==> src/rtl/glb_rd_streamer_if.sv <==
// Command, bank-read and output-stream signals of the GLB read streamer.
// The slave modport is the streamer side; master is the environment (bank + consumer + commander).
interface glb_rd_streamer_if #(
  parameter int DATA_BITWIDTH = 32,
  parameter int ADDR_W        = 10
);
  logic                     i_cmd_valid;
  logic                     o_cmd_ready;
  logic [ADDR_W-1:0]        i_cmd_addr;
  logic [ADDR_W:0]          i_cmd_len;
  logic                     o_re;
  logic [ADDR_W-1:0]        o_ra;
  logic [DATA_BITWIDTH-1:0] i_rd;
  logic                     o_data_valid;
  logic                     i_data_ready;
  logic [DATA_BITWIDTH-1:0] o_data;
  logic                     o_data_last;
  logic                     o_busy;

  modport slave (
    input  i_cmd_valid, i_cmd_addr, i_cmd_len, i_rd, i_data_ready,
    output o_cmd_ready, o_re, o_ra, o_data_valid, o_data, o_data_last, o_busy
  );

  modport master (
    output i_cmd_valid, i_cmd_addr, i_cmd_len, i_rd, i_data_ready,
    input  o_cmd_ready, o_re, o_ra, o_data_valid, o_data, o_data_last, o_busy
  );
endinterface

==> src/rtl/glb_rd_streamer.sv <==
// Streams a contiguous (wrapping) range of words out of one GLB bank into a
// valid/ready beat stream, issuing reads only when the output FIFO has room for them.
module glb_rd_streamer #(
  parameter int DATA_BITWIDTH = 32,
  parameter int BANK_DEPTH    = 1024,
  parameter int ADDR_W        = $clog2(BANK_DEPTH),
  parameter int FIFO_DEPTH    = 4,
  parameter int RD_LAT        = 2
) (
  input  logic          i_clk,
  input  logic          i_rst_n,
  glb_rd_streamer_if.slave bus
);
  localparam int PTR_W = (FIFO_DEPTH > 1) ? $clog2(FIFO_DEPTH) : 1;
  localparam int CNT_W = $clog2(FIFO_DEPTH + 1);
  localparam int LEN_W = ADDR_W + 1;

  typedef enum logic [1:0] {S_IDLE = 2'd0, S_ISSUE = 2'd1, S_DRAIN = 2'd2} state_t;

  state_t                 state_r, state_nxt_s;
  logic [ADDR_W-1:0]      addr_r;
  logic [LEN_W-1:0]       rem_r;
  logic [RD_LAT-1:0]      vld_pipe_r, last_pipe_r;
  logic [DATA_BITWIDTH:0] fifo_mem_r [FIFO_DEPTH];
  logic [PTR_W-1:0]       wr_ptr_r, rd_ptr_r;
  logic [CNT_W-1:0]       cnt_r;
  logic                   cmd_fire_s, issue_s, last_issue_s, credit_ok_s;
  logic                   push_s, pop_s, last_pop_s;
  int                     inflight_s;

  function automatic logic [PTR_W-1:0] ptr_inc(input logic [PTR_W-1:0] p);
    return (p == PTR_W'(FIFO_DEPTH - 1)) ? '0 : p + PTR_W'(1);
  endfunction

  function automatic logic [ADDR_W-1:0] addr_inc(input logic [ADDR_W-1:0] a);
    return (a == ADDR_W'(BANK_DEPTH - 1)) ? '0 : a + ADDR_W'(1);
  endfunction

  assign cmd_fire_s   = bus.i_cmd_valid && bus.o_cmd_ready;
  assign issue_s      = bus.o_re;
  assign last_issue_s = (rem_r == LEN_W'(1));
  assign push_s       = vld_pipe_r[RD_LAT-1];
  assign pop_s        = bus.o_data_valid && bus.i_data_ready;
  assign last_pop_s   = pop_s && bus.o_data_last;

  // Credit: reads already in the bank pipeline count against FIFO space.
  always_comb begin
    inflight_s = 0;
    for (int i = 0; i < RD_LAT; i++) begin
      inflight_s = inflight_s + {31'd0, vld_pipe_r[i]};
    end
    credit_ok_s = ((int'(cnt_r) + inflight_s) < FIFO_DEPTH);
  end

  // FSM state register.
  always_ff @(posedge i_clk or negedge i_rst_n) begin
    if (!i_rst_n) begin
      state_r <= S_IDLE;
    end else begin
      state_r <= state_nxt_s;
    end
  end

  // FSM next-state logic.
  always_comb begin
    state_nxt_s = state_r;
    case (state_r)
      S_IDLE: begin
        if (cmd_fire_s && (bus.i_cmd_len != '0)) state_nxt_s = S_ISSUE;
        else                                     state_nxt_s = S_IDLE;
      end
      S_ISSUE: begin
        if (issue_s && last_issue_s) state_nxt_s = S_DRAIN;
        else                         state_nxt_s = S_ISSUE;
      end
      S_DRAIN: begin
        if (last_pop_s) state_nxt_s = S_IDLE;
        else            state_nxt_s = S_DRAIN;
      end
      default: state_nxt_s = S_IDLE;
    endcase
  end

  // FSM outputs.
  always_comb begin
    bus.o_cmd_ready = 1'b0;
    bus.o_busy      = 1'b1;
    bus.o_re        = 1'b0;
    case (state_r)
      S_IDLE: begin
        bus.o_cmd_ready = 1'b1;
        bus.o_busy      = 1'b0;
      end
      S_ISSUE: bus.o_re = credit_ok_s;
      S_DRAIN: bus.o_re = 1'b0;
      default: bus.o_busy = 1'b1;
    endcase
  end

  assign bus.o_ra = bus.o_re ? addr_r : '0;

  // Command address/count: latched on accept, advanced per issued read.
  always_ff @(posedge i_clk or negedge i_rst_n) begin
    if (!i_rst_n) begin
      addr_r <= '0;
      rem_r  <= '0;
    end else if (cmd_fire_s) begin
      addr_r <= bus.i_cmd_addr;
      rem_r  <= bus.i_cmd_len;
    end else if (issue_s) begin
      addr_r <= addr_inc(addr_r);
      rem_r  <= rem_r - LEN_W'(1);
    end
  end

  // In-flight tracker aligned with the bank read latency.
  always_ff @(posedge i_clk or negedge i_rst_n) begin
    if (!i_rst_n) begin
      vld_pipe_r  <= '0;
      last_pipe_r <= '0;
    end else begin
      vld_pipe_r[0]  <= issue_s;
      last_pipe_r[0] <= issue_s && last_issue_s;
      for (int i = 1; i < RD_LAT; i++) begin
        vld_pipe_r[i]  <= vld_pipe_r[i-1];
        last_pipe_r[i] <= last_pipe_r[i-1];
      end
    end
  end

  // FIFO storage; contents are don't-care while the entry is not counted.
  always_ff @(posedge i_clk) begin
    if (push_s) begin
      fifo_mem_r[wr_ptr_r] <= {last_pipe_r[RD_LAT-1], bus.i_rd};
    end
  end

  // FIFO pointers and occupancy.
  always_ff @(posedge i_clk or negedge i_rst_n) begin
    if (!i_rst_n) begin
      wr_ptr_r <= '0;
      rd_ptr_r <= '0;
      cnt_r    <= '0;
    end else begin
      if (push_s) wr_ptr_r <= ptr_inc(wr_ptr_r);
      if (pop_s)  rd_ptr_r <= ptr_inc(rd_ptr_r);
      case ({push_s, pop_s})
        2'b10:   cnt_r <= cnt_r + CNT_W'(1);
        2'b01:   cnt_r <= cnt_r - CNT_W'(1);
        default: cnt_r <= cnt_r;
      endcase
    end
  end

  assign bus.o_data_valid = (cnt_r != '0);
  assign bus.o_data       = bus.o_data_valid ? fifo_mem_r[rd_ptr_r][DATA_BITWIDTH-1:0] : '0;
  assign bus.o_data_last  = bus.o_data_valid ? fifo_mem_r[rd_ptr_r][DATA_BITWIDTH] : 1'b0;
endmodule

==> src/flat_wrapper.sv <==
// flat-port wrapper written by rule: the top's interface ports become plain ports
module glb_rd_streamer_flat 
#(
  parameter int DATA_BITWIDTH = 32,
  parameter int BANK_DEPTH    = 1024,
  parameter int ADDR_W        = $clog2(BANK_DEPTH),
  parameter int FIFO_DEPTH    = 4,
  parameter int RD_LAT        = 2
)
  (i_clk, i_rst_n, bus_i_cmd_valid, bus_i_cmd_addr, bus_i_cmd_len, bus_i_rd, bus_i_data_ready, bus_o_cmd_ready, bus_o_re, bus_o_ra, bus_o_data_valid, bus_o_data, bus_o_data_last, bus_o_busy);
  glb_rd_streamer_if #(.DATA_BITWIDTH(DATA_BITWIDTH), .ADDR_W(ADDR_W)) bus_i ();
  input  logic i_clk;
  input  logic i_rst_n;
  input wire logic [$bits(bus_i.i_cmd_valid)-1:0] bus_i_cmd_valid;
  input wire logic [$bits(bus_i.i_cmd_addr)-1:0] bus_i_cmd_addr;
  input wire logic [$bits(bus_i.i_cmd_len)-1:0] bus_i_cmd_len;
  input wire logic [$bits(bus_i.i_rd)-1:0] bus_i_rd;
  input wire logic [$bits(bus_i.i_data_ready)-1:0] bus_i_data_ready;
  output wire logic [$bits(bus_i.o_cmd_ready)-1:0] bus_o_cmd_ready;
  output wire logic [$bits(bus_i.o_re)-1:0] bus_o_re;
  output wire logic [$bits(bus_i.o_ra)-1:0] bus_o_ra;
  output wire logic [$bits(bus_i.o_data_valid)-1:0] bus_o_data_valid;
  output wire logic [$bits(bus_i.o_data)-1:0] bus_o_data;
  output wire logic [$bits(bus_i.o_data_last)-1:0] bus_o_data_last;
  output wire logic [$bits(bus_i.o_busy)-1:0] bus_o_busy;
  assign bus_i.i_cmd_valid = bus_i_cmd_valid;
  assign bus_i.i_cmd_addr = bus_i_cmd_addr;
  assign bus_i.i_cmd_len = bus_i_cmd_len;
  assign bus_i.i_rd = bus_i_rd;
  assign bus_i.i_data_ready = bus_i_data_ready;
  assign bus_o_cmd_ready = bus_i.o_cmd_ready;
  assign bus_o_re = bus_i.o_re;
  assign bus_o_ra = bus_i.o_ra;
  assign bus_o_data_valid = bus_i.o_data_valid;
  assign bus_o_data = bus_i.o_data;
  assign bus_o_data_last = bus_i.o_data_last;
  assign bus_o_busy = bus_i.o_busy;
  glb_rd_streamer #(.DATA_BITWIDTH(DATA_BITWIDTH), .BANK_DEPTH(BANK_DEPTH), .ADDR_W(ADDR_W), .FIFO_DEPTH(FIFO_DEPTH), .RD_LAT(RD_LAT)) u_core (.i_clk(i_clk), .i_rst_n(i_rst_n), .bus(bus_i));
endmodule
==> config.mk <==
export PLATFORM = sky130hd
export DESIGN_NAME = glb_rd_streamer_flat
export DESIGN_NICKNAME = d
export VERILOG_FILES = /design/src/rtl/glb_rd_streamer_if.sv /design/src/rtl/glb_rd_streamer.sv /design/src/flat_wrapper.sv
export SDC_FILE = /design/constraint.sdc
export NUM_CORES = 1
export LEC_CHECK = 0
export CAP_MARGIN = 10
export CORE_ASPECT_RATIO = 0.7
export CORE_MARGIN = 4
export CORE_UTILIZATION = 53
export DETAILED_ROUTE_END_ITERATION = 7
export PLACE_DENSITY = 0.76
export SYNTH_ARGS = -nofsm -noshare
export SYNTH_HDL_FRONTEND = slang
export SYNTH_SLANG_ARGS = --single-unit
==> constraint.sdc <==
create_clock -name i_clk -period 2.51 [get_ports i_clk]
set_input_delay 0.502 -clock i_clk [delete_from_list [all_inputs] [get_ports i_clk]]
set_output_delay 0.502 -clock i_clk [all_outputs]
set_load 0.01 [all_outputs]
==> results by group, run 1 <==
Pwr
  – P_leak: 3.416 nW
  – Pwr/cell area: 1266 nW/um^2
  – VDD IR-drop max: 767.4 uV
  – Power, Total: 11.65 mW

Logic synthesis
  – Count of cell types in the netlist: 44
  – Number of synthesized register bits: 166
  – Avg Cell Area, Syn: 16.63 um^2
  – Main synth FF type: edfxtp_1
  – Share of flip-flops with an asynchronous set or reset: 20.48%
  – Synth Net Count: 487
  – Share of the synthesized area in the top cell type: 57.03%
  – Ys Warns: 0
  – Mapped Area: 6950 um^2
  – Synth area leader: edfxtp_1
  – Mapped Cells: 418
  – Largest cells by area after synthesis: edfxtp_1 (57%), dfrtp_1 (12%), mux4_2 (11%), and2_1 (3.4%), ha_1 (2.0%)
  – Post-synth EDFFs: 132
  – Sequential share of the synthesized area: 69.27%

Drt
  – # DRC: 0
  – Initial DRT Pass Iterations: 5
  – Via count: 4322
  – DRT iter0 DRCs: 343
  – Average routed wire per standard cell: 20.94 um
  – ANT nets after route: 0
  – Routed WL: 15.46 mm
  – Vias per cell: 5.856

Floorplan
  – Ports: 104
  – Die Wd: 144.9 um
  – Die H: 103.8 um
  – Row count: 34
  – Starting Density: 55.01%
  – Die Area: 15040 um^2
  – Core Region: 12630 um^2

Setup path
  – Critical Path Max Stage Delay: 0.39 ns
  – CP max FO: 4
  – CP bufs+invs: 4
  – Delay-heaviest family, CP: buffers and inverters
  – Worst Reg2Reg Path Length in Cells: 9
  – R2R Path Start: u_core.vld_pipe_r[0]$_DFF_PN0_
  – Kind of critical path: flip-flop to primary output
  – Critical Path RT: 2.01 ns
  – Reg2Reg Setup Slack: 0.08 ns
  – Worst Path Arrival: 2.06 ns
  – Crit path cell chain: ha_2 -> ha_4 -> nor4b_4 -> buf_4 -> buf_6 -> buf_6 -> and3_4 -> buf_6
  – CP most frequent cell: buf_6
  – CP startpoint kind: flip-flop
  – CP endpoint kind: primary output
  – CP max stage cell: dfrtp_1
  – Reg2reg end: u_core.state_r[0]$_DFF_PN0_

Final layout
  – Non-Filler Instances: 738
  – Ant. Diodes: 0
  – Syn-to-layout area delta: 32.37%
  – Layout Nets: 632
  – Multi-input gate area: 2085 um^2
  – Fraction of layout cells with a size suffix above 1: 31.42%
  – Filler Cells Inserted: 750
  – Register area: 4816 um^2

Placed design
  – Placed wire-length estimate: 9.577 mm
  – Inst Count DP: 683
  – PortBufs: 103
  – GPL Wtd Cong: 0.8848

Clock network
  – Max H-tree Level: 4
  – CTS buffer count: 17
  – Clk_lat worst skew: 0.43 ns
  – Worst-path clk slew: 0.07 ns
  – CTS max path bufs: 2
  – CTS tree: yes
  – CTS sink count: 166
  – Clock root cell: clkbuf_16

Timing
  – F_max: 391.1 MHz
  – Post-layout minimum cycle time: 2.557 ns
  – Setup violators final: 4
  – Headroom to the max-slew limit: 56.46%
  – Tcrit/Tclk final: 101.9%
  – Worst slew pin tran: 0.6531 ns
  – Skew final: 0.009060 ns
  – Final Hold Fails: 0
  – Fin worst setup slack: -0.04716 ns
  – Pins Over Slew Limit: 0
  – Unrepaired setup endpoints after global routing: yes
  – Final setup TNS: -0.1085 ns

Global routing
  – Gr ovfl total: 0
  – Initial antenna violation count: 0
  – Vias in the first global route: 4574
  – First-pass GRT wire length: 25.32 mm
  – Largest net degree at the start of global routing: 37
  – GRT Total Usage: 22.29%

Run
  – Max Cap Viol: 0

Status
  – Status: finished with violations
  – Failing checks: negative setup slack

Worst hold path
  – HP Start: u_core.last_pipe_r[0]$_DFF_PN0_
  – Hold path endpoint: u_core.last_pipe_r[1]$_DFF_PN0_
  – WHS Path Cells: 0
  – Hold WC Path Type: flip-flop to flip-flop
==> worst register-to-register path, cell delays in order, from the launching register on <==
cell,delay [ns]
dfrtp_1,0.39
ha_2,0.20
ha_4,0.16
nor4b_4,0.25
buf_4,0.17
nand2_4,0.05
buf_6,0.14
buf_4,0.14
or4_1,0.54
a32o_1,0.28
==> cells by family (layout without fill, tap and decap cells) <==
family	Yosys count	in the layout	share of synthesized area, %
AOI/OAI and AO/OA	46	46	5.041
xor gates and xnor gates	5	5	0.6300
DFF	166	166	69.27
buffers and inverters	35	193	1.980
and+or+nand+nor	119	119	9.811
muxes	35	35	11.00
adders and majority gates	12	12	2.268
==> layer usage <==
| layer | track usage (%) | part of all wire (%) |
|---|---|---|
| met5 | 0 | 0 |
| met4 | 7.390 | 2.4 |
| met3 | 5.712 | 6.6 |
| met2 | 32.93 | 48 |
| met1 | 32.67 | 43 |
==> cell type report <==
class                           instances  share of cell area, %
Sequential cell                       166                  52.35
Multi-Input combinational cell        217                  22.66
Timing Repair Buffer                  146                  15.34
Clock buffer                           17                  4.624
Clock inverter                         15                  2.217
Tap cell                              162                  2.203
Inverter                               15                 0.6120
==> flip-flops by register name, indices dropped and copies added (netlist names) <==
signal,flops
u_core.last_pipe_r,2
u_core.rd_ptr_r,2
u_core.state_r,2
u_core.vld_pipe_r,2
u_core.addr_r,10
u_core.rem_r,11
u_core.fifo_mem_r,132
u_core.wr_ptr_r,2
u_core.cnt_r,3
==> cells in the final DEF, fill, tap and decap left out, types with 9 or more instances in the layout <==
cell | synthesis | layout
mux4_2 | 33 | 33
nand3_1 | 11 | 11
dfrtp_1 | 34 | 33
and2_1 | 38 | 22
nor2_1 | 10 | 9
nand2_1 | 18 | 18
edfxtp_1 | 132 | 132
and2_4 | 0 | 12
buf_6 | 0 | 25
clkbuf_16 | 0 | 17
ha_1 | 11 | 9
a221o_1 | 9 | 9
inv_1 | 15 | 15
buf_2 | 5 | 19
buf_4 | 0 | 21
clkdlybuf4s50_1 | 0 | 58
==> per-stage QoR <==
| step | hold WS, ns | worst slack, ns | instance area [um^2] | util, % |
|---|---|---|---|---|
| final | 0.3770 | -0.04716 | 9200 | 72.82 |
| after global routing | 0.3769 | -0.1391 | 9200 | 72.82 |
| after CTS | 0.3654 | -0.1276 | 9264 | 73.32 |
| after detailed placement | 0.3471 | 0.06283 | 8339 | 66.00 |
| after global placement | 0.3469 | 0.09419 | 8339 | 66.00 |
| after floorplan | 0.2064 | 0.2691 | 6950 | - |
==> worst max-delay path by stage <==
stage | slack, ns | cells after the start | to | from
detailed placement | 0.06 | 6 | bus_o_ra[9] | u_core.vld_pipe_r[0]$_DFF_PN0_
finish | -0.05 | 8 | bus_o_ra[3] | u_core.vld_pipe_r[0]$_DFF_PN0_
global placement | 0.09 | 6 | bus_o_ra[9] | u_core.vld_pipe_r[0]$_DFF_PN0_
global route | -0.14 | 8 | bus_o_ra[3] | u_core.vld_pipe_r[0]$_DFF_PN0_
CTS | -0.13 | 8 | bus_o_ra[3] | u_core.vld_pipe_r[1]$_DFF_PN0_
floorplan | 0.27 | 4 | bus_o_data[10] | u_core.rd_ptr_r[0]$_DFFE_PN0P_
==> cell usage after synthesis, types with 3 or more instances <==
cell type	n
a21oi_1	5
and2_1	38
o21ai_0	6
dfrtp_1	34
ha_1	11
nand3_1	11
xor2_1	4
o211ai_1	7
mux4_2	33
and3_1	11
inv_1	15
a31oi_1	3
a31o_2	3
or3_1	4
buf_2	5
edfxtp_1	132
o311ai_0	4
nand4_1	5
nor4_1	6
nor3_1	6
a21o_1	3
a221o_1	9
nor2_1	10
nand2_1	18
clkbuf_1	15
==> repair_timing <==
action,CTS,global route
resized for setup,189,30
gates cloned,3,0
hold buffers,0,0
buffers inserted,26,4
pin swaps,5,3
endpoints found under the setup margin,45,49
==> power by group <==
| part | internal [mW] | switching [mW] | total [mW] |
|---|---|---|---|
| clock network | 1.53 | 1.18 | 2.71 |
| logic | 2.64 | 2.29 | 4.93 |
| registers | 3.66 | 0.345 | 4.00 |
No activity file was read; power rests on OpenSTA's default activity.
==> run 2, diff against run 1 <==
- clock period: 2.51 -> 2.4 ns (I/O delays scaled with it)
==> run 2 against run 1 <==
Die area unchanged. Utilization rose by 1.7 points. Hold slack is essentially flat. Clock power decreased by 1%. Power is 9.7% higher. Register-to-register slack got worse by 0.13 ns. The run still ends with negative setup slack left. Highest routed layer unchanged. Largest power group unchanged.
==> results by group, run 2 (same netlist as run 1, synthesis figures left out) <==
Status
  – Status: finished with violations
  – Failing checks: negative setup slack

Floorplan
  – Starting Density: 55.01% (unchanged)
  – Row count: 34 (unchanged)
  – Die Area: 15040 um^2 (unchanged)
  – Ports: 104 (unchanged)
  – Core Region: 12630 um^2 (unchanged)
  – Die Wd: 144.9 um (unchanged)
  – Die H: 103.8 um (unchanged)

Final layout
  – Non-Filler Instances: 750 (+1.6%)
  – Largest registers: u_core.fifo_mem_r x132, u_core.rem_r x11, u_core.addr_r x10
  – Highest-count cells in the layout ignoring fill and taps: edfxtp_1 (132), clkdlybuf4s50_1 (58), buf_6 (43)
  – Fin util: 74.49% (+1.7 points)
  – Biggest register: u_core.fifo_mem_r
  – Max FFs per register: 132 (unchanged)
  – Ant. Diodes: 0 (unchanged)
  – Syn-to-layout area delta: 35.41%
  – Layout Nets: 644 (+1.9%)
  – Fraction of layout cells with a size suffix above 1: 36.05% (+4.6 points)
  – Most common cell after layout, fill and taps aside: edfxtp_1
  – Filler Cells Inserted: 738 (-1.6%)
  – Post-route cell area: 9412 um^2 (+2.3%)

Setup path
  – Crit path cell chain: ha_2 -> ha_4 -> nor4b_4 -> buf_4 -> buf_6 -> buf_6 -> and3_4 -> buf_6
  – CP max stage cell: dfrtp_1
  – CP bufs+invs: 4 (unchanged)
  – CP most frequent cell: buf_6
  – Critical Path Max Stage Delay: 0.40 ns (about the same)
  – Kind of critical path: flip-flop to primary output
  – Critical Path RT: 1.92 ns (-0.09 ns)
  – CP max FO: 4 (unchanged)
  – Worst Path Arrival: 2.07 ns (about the same)
  – CP endpoint kind: primary output
  – Delay-heaviest family, CP: buffers and inverters
  – CP startpoint kind: flip-flop

Global routing
  – GRT Total Usage: 22.92% (+0.63 points)
  – Met1 usage: 33.02% (+0.35 points)
  – Largest net degree at the start of global routing: 35 (-5.4%)
  – Initial antenna violation count: 0 (unchanged)
  – Met2 Use GR: 35.03% (+2.1 points)
  – Met3 usage: 4.883% (-0.83 points)
  – Gr ovfl total: 0 (unchanged)
  – First-pass GRT wire length: 25.94 mm (+2.4%)
  – Vias in the first global route: 4625 (+1.1%)
  – GR peak layer: met2

Clock network
  – Clock root cell: clkbuf_16
  – CTS buffer count: 17 (unchanged)
  – CTS sink count: 166 (unchanged)
  – Worst-path clk slew: 0.07 ns (about the same)
  – Clk_lat worst skew: 0.42 ns (about the same)
  – CTS tree: yes
  – # hold bufs at CTS: 0 (unchanged)
  – Max H-tree Level: 4 (unchanged)
  – CTS max path bufs: 2 (unchanged)

Timing
  – Final setup TNS: -1.430 ns (-1.322 ns)
  – Final Hold Fails: 0 (unchanged)
  – Worst slew pin tran: 0.7075 ns (+0.05437 ns)
  – F_max: 392.8 MHz
  – Tcrit/Tclk final: 106.1%
  – Skew final: 0.006975 ns (-0.002085 ns)
  – Fin worst setup slack: -0.1459 ns (-0.09874 ns)
  – Headroom to the max-slew limit: 52.83% (-3.6 points)
  – Setup violators final: 21 (+17)
  – Pins Over Slew Limit: 0 (unchanged)
  – Post-layout minimum cycle time: 2.546 ns
  – WHS: 0.3769 ns (-0.0001210 ns)
  – Unrepaired setup endpoints after global routing: yes

Drt
  – Via count: 4436 (+2.6%)
  – Routed WL: 16.73 mm (+8.3%)
  – ANT nets after route: 0 (unchanged)
  – Average routed wire per standard cell: 22.31 um (+6.5%)
  – Initial DRT Pass Iterations: 5 (unchanged)
  – # DRC: 0 (unchanged)
  – DRT iter0 DRCs: 356 (+3.8%)
  – Vias per cell: 5.915 (+1.0%)

Placed design
  – Inst Count DP: 683 (unchanged)
  – PortBufs: 103 (unchanged)
  – GPL Wtd Cong: 0.9078 (+2.6%)
  – Placed cell areas: 8339 um^2 (unchanged)
  – Placed wire-length estimate: 9.780 mm (+2.1%)
  – Pre-CTS setup slack: -0.05090 ns (-0.1137 ns)

Run
  – Max Cap Viol: 0 (unchanged)

Pwr
  – Pwr/cell area: 1357 nW/um^2 (+7.2%)
  – VDD IR-drop max: 843.0 uV (+9.9%)
  – P_leak: 3.504 nW (+2.6%)
  – Power, Total: 12.77 mW (+9.7%)

Worst hold path
  – Hold WC Path Type: flip-flop to flip-flop
-- run 2: cell types whose count changed in the layout (fill, tap and decap cells not counted), sizes merged --
| cell | change |
|---|---|
| clkdlybuf4s15 | -7 |
| clkinvlp | +3 |
| clkbuf | -3 |
| buf | +24 |
| inv | -6 |
| clkinv | +2 |
| dlymetal6s2s | -1 |
-- run 2: cell type report --
type | count | area, um^2 | area share, %
inverters | 15 | 58.81 | 0.6248
repair buffers | 158 | 1609 | 17.10
clock buffers | 18 | 429.2 | 4.560
flip-flops and latches | 166 | 4817 | 51.18
well taps | 162 | 202.7 | 2.154
multi-input cells | 217 | 2143 | 22.77
clock inverters | 14 | 151.4 | 1.609
-- run 2: where the power goes --
group	switching (mW)	total, mW	internal, mW
combinational	2.63	5.91	3.28
clock	1.13	2.67	1.54
sequential	0.369	4.20	3.83
total	4.13	12.8	8.65
-- run 2: final timing paths --
check / from / endpoint / slack [ns] / cells past startpoint
min: u_core.last_pipe_r[0]$_DFF_PN0_ / u_core.last_pipe_r[1]$_DFF_PN0_ / 0.38 / 0
max in group asynchronous: i_rst_n / u_core.state_r[1]$_DFF_PN0_ / 1.58 / 2
min reg2reg: u_core.last_pipe_r[0]$_DFF_PN0_ / u_core.last_pipe_r[1]$_DFF_PN0_ / 0.38 / 0
min in group asynchronous: i_rst_n / u_core.rem_r[7]$_DFFE_PN0P_ / 0.48 / 2
max: u_core.vld_pipe_r[1]$_DFF_PN0_ / bus_o_ra[0] / -0.15 / 8
max reg2reg: u_core.vld_pipe_r[1]$_DFF_PN0_ / u_core.state_r[0]$_DFF_PN0_ / -0.05 / 10
-- run 2: routing by layer --
layer	up-vias	part of all wire [%]	wire (um)
li1	1966	-	-
met1	2263	43	7167
met2	173	48	8099
met3	34	6.2	1032
met4	0	2.6	435
met5	-	0	0
-- run 2: what timing repair did --
item                                    in CTS  in global routing
pin swaps                                   12                  5
setup buffers                               25                 11
endpoints found under the setup margin      45                 42
cloned                                       2                  1
gates resized for setup                    235                 39
==> run 3, diff against run 2 <==
- CELL_PAD_IN_SITES_DETAIL_PLACEMENT: default -> 1
- CELL_PAD_IN_SITES_GLOBAL_PLACEMENT: default -> 2
- CORE_ASPECT_RATIO: 0.7 -> 1.2
- CORE_UTILIZATION: 53 -> 39
- PLACE_DENSITY: 0.76 -> 0.77
==> run 3 against run 2 <==
The run still ends with negative setup slack left. Clock power up 2%. Die area up 33%. Non-clock buffer count unchanged. Sequential share of layout area down 0.87 points. Setup slack worse by 0.071 ns. Final area up 1.7%. Sequential power about the same. Critical path type unchanged. Critical endpoint is now bus_o_ra[2].
==> results by group, run 3 (same netlist as run 1, synthesis figures left out) <==
Clock network
  – Clock root cell: clkbuf_16
  – CTS max path bufs: 2 (unchanged)
  – Clk_lat worst skew: 0.42 ns (about the same)
  – CTS tree: yes
  – Max H-tree Level: 4 (unchanged)
  – # hold bufs at CTS: 0 (unchanged)
  – Worst-path clk slew: 0.06 ns (about the same)
  – CTS buffer count: 17 (unchanged)
  – CTS sink count: 166 (unchanged)

Drt
  – Via count: 4322 (-2.6%)
  – ANT nets after route: 0 (unchanged)
  – Vias per cell: 5.349 (-9.6%)
  – Initial DRT Pass Iterations: 4 (-1)
  – DRT iter0 DRCs: 230 (-35%)
  – Average routed wire per standard cell: 20.86 um (-6.5%)
  – # DRC: 0 (unchanged)
  – Routed WL: 16.85 mm (+0.71%)

Final layout
  – Fraction of layout cells with a size suffix above 1: 36.90% (+0.85 points)
  – Register area: 4817 um^2 (unchanged)
  – Max FFs per register: 132 (unchanged)
  – Fin util: 54.69% (-20 points)
  – Ant. Diodes: 0 (unchanged)
  – Layout Nets: 644 (unchanged)
  – Multi-input gate area: 2138 um^2 (-0.23%)
  – Highest-count cells in the layout ignoring fill and taps: edfxtp_1 (132), clkdlybuf4s50_1 (58), buf_6 (56)
  – Syn-to-layout area delta: 37.75%
  – Largest registers: u_core.fifo_mem_r x132, u_core.rem_r x11, u_core.addr_r x10
  – Biggest register: u_core.fifo_mem_r
  – Most common cell after layout, fill and taps aside: edfxtp_1
  – Filler Cells Inserted: 1699 (+130%)

Global routing
  – First-pass GRT wire length: 27.08 mm (+4.4%)
  – Gr ovfl total: 0 (unchanged)
  – Vias in the first global route: 4850 (+4.9%)
  – Initial antenna violation count: 1 (+1)
  – GRT Total Usage: 17.59% (-5.3 points)
  – Largest net degree at the start of global routing: 37 (+5.7%)

Setup path
  – CP most frequent cell: buf_6
  – Kind of critical path: flip-flop to primary output
  – Reg2reg end: u_core.state_r[0]$_DFF_PN0_
  – Reg2Reg Setup Slack: 0.07 ns (+0.12 ns)
  – Delay-heaviest family, CP: simple AND/OR/NAND/NOR gates
  – CP Depth: 8 (unchanged)
  – Worst Reg2Reg Path Length in Cells: 8 (-2)
  – Worst Path Arrival: 2.14 ns (+0.07 ns)
  – CP bufs+invs: 4 (unchanged)
  – Critical Path RT: 1.92 ns (about the same)
  – CP max FO: 4 (unchanged)
  – Critical Path Max Stage Delay: 0.39 ns (about the same)
  – CP endpoint kind: primary output
  – R2R Path Start: u_core.vld_pipe_r[1]$_DFF_PN0_
  – CP max stage cell: dfrtp_1
  – CP startpoint kind: flip-flop
  – Crit path cell chain: ha_2 -> ha_4 -> nor4b_4 -> buf_4 -> buf_6 -> buf_6 -> and3_4 -> buf_6

Status
  – Failing checks: negative setup slack
  – Status: finished with violations

Worst hold path
  – Hold path endpoint: u_core.last_pipe_r[1]$_DFF_PN0_
  – WHS Path Cells: 0 (unchanged)
  – HP Start: u_core.last_pipe_r[0]$_DFF_PN0_
  – Hold WC Path Type: flip-flop to flip-flop

Timing
  – Tcrit/Tclk final: 109.0% (+2.9 points)
  – Unrepaired setup endpoints after global routing: yes
  – Post-layout minimum cycle time: 2.617 ns (+0.07065 ns)
  – F_max: 382.2 MHz (-2.7%)
  – Pins Over Slew Limit: 0 (unchanged)
  – Fin worst setup slack: -0.2165 ns (-0.07065 ns)
  – Final Hold Fails: 0 (unchanged)
  – Setup violators final: 33 (+57%)
  – Headroom to the max-slew limit: 63.64% (+11 points)
  – Worst slew pin tran: 0.5412 ns (-0.1663 ns)
  – Skew final: 0.009099 ns (+0.002124 ns)

Floorplan
  – Row count: 53 (+56%)
  – Core Region: 17510 um^2 (+39%)
  – Die H: 154.2 um (+49%)
  – Die Wd: 129.9 um (-10%)
  – Ports: 104 (unchanged)
  – Starting Density: 39.70% (-15 points)
  – Die Area: 20030 um^2 (+33%)

Pwr
  – VDD IR-drop max: 601.4 uV (-29%)
  – Pwr/cell area: 1347 nW/um^2 (-0.77%)
  – P_leak: 3.536 nW (+0.93%)

Placed design
  – Pre-CTS setup slack: -0.07592 ns (-0.02502 ns)
  – PortBufs: 103 (unchanged)
  – Placed wire-length estimate: 10.71 mm (+9.5%)
  – GPL Wtd Cong: 0.8531 (-6.0%)

Run
  – Max Cap Viol: 0 (unchanged)
[run 3: changes by cell type in the layout (fill, tap and decap cells not counted), moves of 2 or more]
cell	before	now
and3_1	6	3
and3_4	5	8
clkinv_4	3	1
inv_6	2	5
and2_4	21	28
buf_4	22	18
buf_8	0	2
buf_2	21	10
buf_6	43	56
and2_1	13	6
[run 3: final cells by class]
type	count	share of cell area (%)
Clock inverter	14	1.699
Sequential cell	166	50.31
Clock buffer	18	4.482
Timing Repair Buffer	158	17.71
Multi-Input combinational cell	217	22.33
Inverter	15	0.5881
Tap cell	220	2.875
[run 3: metal layers]
metal,vias to the layer above,track usage (%),part of all wire (%)
met1,2221,21.97,41
li1,1967,-,-
met5,-,0,0.077
met2,117,30.43,53
met4,2,4.752,1.2
met3,15,4.387,4.8
[run 3: repair_timing]
item                                    in CTS  in global routing
endpoints found under the setup margin      45                 45
pin swaps                                   18                  3
cloned                                       3                  0
setup buffers                               28                  6
resized for setup                          239                 53
[run 3: worst max path at each step]
stage / slack [ns] / end / startpoint
after floorplan: 0.18 / bus_o_data[10] / u_core.rd_ptr_r[0]$_DFFE_PN0P_
after global placement: -0.02 / bus_o_ra[2] / u_core.vld_pipe_r[0]$_DFF_PN0_
after detailed placement: -0.08 / bus_o_ra[2] / u_core.vld_pipe_r[0]$_DFF_PN0_
after CTS: -0.25 / bus_o_ra[2] / u_core.vld_pipe_r[1]$_DFF_PN0_
after global routing: -0.32 / bus_o_ra[2] / u_core.vld_pipe_r[1]$_DFF_PN0_
final: -0.22 / bus_o_ra[2] / u_core.vld_pipe_r[1]$_DFF_PN0_
[run 3: where the power goes]
part	internal, mW	switching (mW)
sequential	3.82	0.383
clock	1.56	1.16
combinational	3.43	2.53
[run 3: stage by stage]
step                      setup TNS (ns)  instances  hold WS (ns)  power, mW  cell area, um^2
after floorplan                        0        418        0.1844      6.774             6950
after global placement           -0.1798        743        0.3322      8.937             8464
after detailed placement         -0.5742        743        0.3363      9.123             8464
after CTS                         -4.044        805        0.3754      12.56             9378
after global routing              -6.034        808        0.3865      13.66             9574
final                             -3.193        808        0.3689      12.89             9574
